## src/rtl/if_fetch.sv

```systemverilog
`default_nettype none
// ============================================================================
// Module      : if_fetch
// Description : rv32 instruction-fetch stage. Holds the PC, addresses the
//               combinational instruction memory, and buffers each fetched
//               {pc, instr} pair in a small FIFO. Decode reads the FIFO over a
//               valid/ready handshake. A redirect reloads the PC and flushes
//               the FIFO.
// Revision    : 1.0 - initial release
// ============================================================================
module if_fetch #(
  parameter logic [31:0] RESET_PC   = 32'h0000_0000,
  parameter int          FIFO_DEPTH = 2,
  parameter int          IMEM_WORDS = 1024
) (
  input  logic        i_clk,
  input  logic        i_rst_n,
  output logic [31:0] o_imem_addr,
  input  logic [31:0] i_imem_data,
  input  logic        i_redirect,
  input  logic [31:0] i_redirect_pc,
  output logic        o_valid,
  input  logic        i_ready,
  output logic [31:0] o_instr,
  output logic [31:0] o_pc,
  output logic [1:0]  o_fault
);

  // Pointer width; count needs one extra bit to represent "full".
  localparam int              AW         = $clog2(FIFO_DEPTH);
  localparam int              CW         = AW + 1;
  localparam logic [CW-1:0]   DEPTH_C    = CW'(FIFO_DEPTH);
  localparam logic [31:0]     NOP_INSTR  = 32'h0000_0013;
  localparam logic [31:0]     IMEM_LIMIT = 32'(IMEM_WORDS);

  logic [31:0]   pc;
  logic [CW-1:0] count;
  logic [AW-1:0] rd_ptr;
  logic [AW-1:0] wr_ptr;
  logic [1:0]    fault;
  logic [31:0]   buf_instr [FIFO_DEPTH];
  logic [31:0]   buf_pc    [FIFO_DEPTH];

  logic          pop;
  logic          push;
  logic          in_range;
  logic [31:0]   fetch_instr;

  // Word address straight from the held PC; the memory answers in the same cycle.
  assign o_imem_addr = {2'b00, pc[31:2]};
  assign in_range    = o_imem_addr < IMEM_LIMIT;
  // Fetches beyond the memory are replaced with a NOP so decode sees harmless code.
  assign fetch_instr = in_range ? i_imem_data : NOP_INSTR;

  assign o_valid = (count != '0);
  assign pop     = o_valid & i_ready;
  // A full buffer still accepts a push when the head leaves in the same cycle.
  assign push    = !i_redirect & ((count < DEPTH_C) | pop);

  assign o_instr = buf_instr[rd_ptr];
  assign o_pc    = buf_pc[rd_ptr];
  assign o_fault = fault;

  // PC, occupancy, pointers and sticky faults; redirect outranks fetching.
  always_ff @(posedge i_clk) begin
    if (!i_rst_n) begin
      pc     <= {RESET_PC[31:2], 2'b00};
      count  <= '0;
      rd_ptr <= '0;
      wr_ptr <= '0;
      fault  <= 2'b00;
    end else if (i_redirect) begin
      pc     <= {i_redirect_pc[31:2], 2'b00};
      count  <= '0;
      rd_ptr <= '0;
      wr_ptr <= '0;
      if (i_redirect_pc[1:0] != 2'b00) begin
        fault[0] <= 1'b1;
      end
    end else begin
      if (push) begin
        pc     <= pc + 32'd4;
        wr_ptr <= wr_ptr + AW'(1);
        if (!in_range) begin
          fault[1] <= 1'b1;
        end
      end
      if (pop) begin
        rd_ptr <= rd_ptr + AW'(1);
      end
      if (push && !pop) begin
        count <= count + CW'(1);
      end else if (pop && !push) begin
        count <= count - CW'(1);
      end
    end
  end

  // Buffer storage needs no reset: occupancy alone decides what is valid.
  always_ff @(posedge i_clk) begin
    if (push) begin
      buf_instr[wr_ptr] <= fetch_instr;
      buf_pc[wr_ptr]    <= pc;
    end
  end

endmodule
`default_nettype wire

```

## config.mk

```make
export PLATFORM = sky130hd
export DESIGN_NAME = if_fetch
export DESIGN_NICKNAME = d
export VERILOG_FILES = /design/src/rtl/if_fetch.sv
export SDC_FILE = /design/constraint.sdc
export NUM_CORES = 1
export LEC_CHECK = 0
export CORE_MARGIN = 4
export CORE_UTILIZATION = 36
export DETAILED_ROUTE_END_ITERATION = 6
export SYNTH_ARGS = -nofsm -noshare
export SYNTH_HDL_FRONTEND = slang
export SYNTH_SLANG_ARGS = --single-unit
```

## constraint.sdc

```tcl
create_clock -name i_clk -period 13.7 [get_ports i_clk]
set_clock_uncertainty 0.2 [all_clocks]
set_input_delay 2.74 -clock i_clk [delete_from_list [all_inputs] [get_ports i_clk]]
set_output_delay 2.74 -clock i_clk [all_outputs]
set_load 0.02 [all_outputs]
```

==> run_results.csv <==
group,metric,value,unit
floorplan,initial_core_util,36.8,%
worst_setup_path,crit_slowest_cell,"dfxtp_4",
power,swShare,23.3,%
cts,cts_root_buf,"clkbuf_16",
power,seq_power_share,49.3,%
timing,finalSetupViolCount,0,
worst_setup_path,crit_path_start_kind,"flip-flop",
run,cap_violations,0,
cts,path_clk_slew,0.06,ns
final_layout,insertedDiodeCount,0,
hold_path,hp-class,"flip-flop to flip-flop",
synth,async_flop_share,0,%
cts,htreeDepth,4,
floorplan,dieArea,20700,um^2
worst_setup_path,path_class,"flip-flop to primary output",
worst_setup_path,cp_max_fo,62,
final_layout,area_delta_synth_final,35.7,%
final_layout,fin_area,9020,um^2
floorplan,fp-row-count,49,
floorplan,die_h,144,um
routing,drt_iter0_drc,231,
grt,grt_util_met1,20.6,%
cts,clk_latency,0.41,ns
final_layout,drive_gt1_share,15.7,%
cts,clkSinkCount,161,
worst_setup_path,cp_cell_sequence,"mux2_2 -> clkdlybuf4s50_1",
grt,met3_usage,5.06,%
grt,grt_max_degree,63,
grt,met2_usage,24.5,%
run_status,outcome,"finished, final reports clean",
routing,drc_errors,0,
grt,antenna_found_initial,0,
routing,routedWlPerCell,18.4,um
timing,tightest_slew,1.14,ns
grt,top_usage_layer,"met2",
routing,drt_first_pass_iters,4,
synth,mappedNetlistArea,6650,um^2
timing,rsz0062_at_grt,"false",
power,p_int,0.889,mW
timing,period_share,38.7,%
timing,min_period,5.30,ns
synth,syn_avg_cell_area,14.1,um^2
grt,grt_pass1_vias,4587,
synth,synth_edf_count,124,
hold_path,min_path_cells,2,
final_layout,final-seq-area,4470,um^2
synth,synth_common_cells,"edfxtp_1 (124), mux2_2 (62), dfxtp_1 (37)",
synth,yosysMostFrequentCell,"edfxtp_1",
synth,synth.distinct_cells,36,
timing,slew_viol_final,0,
grt,grt_use_total,15.6,%
synth,yosysTopAreaCellShare,56.0,%
placed_design,placed_area,8470,um^2
cts,cts_resized,0,
power,pwr-share-comb,12.3,%
power,p_clk_share,38.4,%
power,power.density,129,nW/um^2
grt,grt_first_pass_wirelength,24500,um
synth,synth_ff_type,"edfxtp_1",
power,switching_power,0.270,mW
timing,maxSlewHeadroom,23.5,%
routing,route.final.wire_length,16000,um
routing,vias,4308,
worst_setup_path,required,10.76,ns
floorplan,core,18100,um^2
worst_setup_path,reg2reg_depth,5,
cts,cts_tree,"done",
final_layout,layout.nets,703,
cts,post_cts_buffers,0,
timing,finalSetupTns,0,ns
final_layout,post-route-util,49.9,%
timing,fmax,189,MHz
routing,antenna_left,0,
synth,synth_top_cell_by_area,"edfxtp_1",
timing,hold_viol_final,0,
synth,syn_inst,473,
cts,cts_buffers,17,
synth,yosys-top-cells-area,"edfxtp_1 (56%), dfxtp_1 (11%), mux2_2 (11%)",
floorplan,ios,167,
worst_setup_path,arrival,2.36,ns
cts,ctsHoldBuffers,0,
worst_setup_path,cpPeakStageDelay,0.93,ns
synth,ys_seq_elements,161,
routing,routed_via_density,4.93,
placed_design,gp_congestion,0.820,
synth,yosys_warnings,0,
cts,cts_buffer_depth,2,
power,ir_worst_vdd,0.0000831,V
power,power_leakage,3.10,nW
synth,ys_seq_area_share,67.1,%
final_layout,num-fill-cells,1562,
placed_design,dpl.hpwl,10500,um
placed_design,port_buffers,162,
worst_setup_path,cp-end-kind,"primary output",
grt,grt_overflow,0,
final_layout,multi_input_comb_area,2060,um^2
floorplan,fp.dieW,144,um
[path summary, 6_finish.rpt]
kind / start / to / slack, ns
worst min-delay path: o_fault[0] / o_fault[0] / 0.25
worst max register to register: pc[13] / pc[26] / 11.05
worst min register to register: o_fault[0] / o_fault[0] / 0.25
worst max-delay path: flip-flop / o_pc[31] / 8.40
[per-stage QoR]
stage	cells	hold slack (ns)	worst slack [ns]	power, mW
floorplan	476	0.272	7.28	0.649
global placement	843	0.236	8.65	0.725
detailed placement	843	0.246	8.56	0.726
CTS	873	0.257	8.34	1.17
global route	873	0.280	8.28	1.21
finish	873	0.248	8.40	1.16
[metal layers]
metal	part of all wire [%]	vias to the layer above
met1	45	2074
met4	0.92	0
met2	47	154
met3	7.4	13
met5	0	-
li1	-	2067
[kinds of logic (layout without fill, tap and decap cells)]
family	Yosys count	count (layout)	share of synthesized area [%]
XOR/XNOR	32	32	4.22
adder cells (fa/ha/maj)	2	2	0.376
other	1	4	0.0564
buffers and inverters	32	200	2.26
multiplexers	65	65	11.0
flip-flops	161	161	67.1
AND/OR/NAND/NOR	121	121	10.4
AO/OA/AOI/OAI	59	59	4.57
[area by class of cell]
| class | count | area share, % |
|---|---|---|
| Tap cell | 229 | 3.17 |
| Sequential cell | 161 | 49.5 |
| Inverter | 6 | 0.250 |
| Clock buffer | 19 | 4.80 |
| Clock inverter | 11 | 1.30 |
| Timing Repair Buffer | 164 | 18.1 |
| Multi-Input combinational cell | 283 | 22.8 |
[power groups by stage]
stage	clock network [mW]	registers [mW]	logic (mW)
floorplan	0	0.583	0.0657
global placement	0	0.582	0.143
detailed placement	0	0.583	0.143
CTS	0.455	0.573	0.144
global route	0.478	0.576	0.152
finish	0.445	0.572	0.142
[critical path, delay by kind of cell, from the launching register on]
kind | cells | cell delay (ns)
multiplexers | 1 | 0.42
flip-flops | 1 | 0.93
buffers and inverters | 1 | 0.58
[sequential cells by signal, summed over array words and instances (netlist names), named ones only]
signal / flops
buf_instr: 64
buf_pc: 60
pc: 30
count: 2
o_fault: 2
rd_ptr: 1
wr_ptr: 1
[layout by cell type, fill, tap and decap left out, types with 2 or more instances in the layout]
| master | instances |
|---|---|
| mux2_2 | 62 |
| clkdlybuf4s50_1 | 162 |
| or3_1 | 4 |
| o21ai_0 | 27 |
| nor4_1 | 8 |
| nand3_1 | 12 |
| and2_2 | 2 |
| clkinv_1 | 3 |
| conb_1 | 4 |
| and4_1 | 5 |
| nand2_1 | 13 |
| nor2_1 | 15 |
| clkinvlp_4 | 3 |
| a21oi_1 | 29 |
| clkbuf_1 | 2 |
| edfxtp_1 | 124 |
| buf_4 | 2 |
| bufinv_16 | 2 |
| and3_1 | 2 |
| clkinv_4 | 2 |
| nor3_1 | 7 |
| and2_1 | 31 |
| xnor2_1 | 17 |
| xor2_1 | 15 |
| clkbuf_16 | 17 |
| ha_1 | 2 |
| dfxtp_1 | 36 |
| mux2i_1 | 3 |
| inv_1 | 5 |
| nand4_1 | 12 |
| clkinv_2 | 2 |
Power figures use the tool's default switching activity.
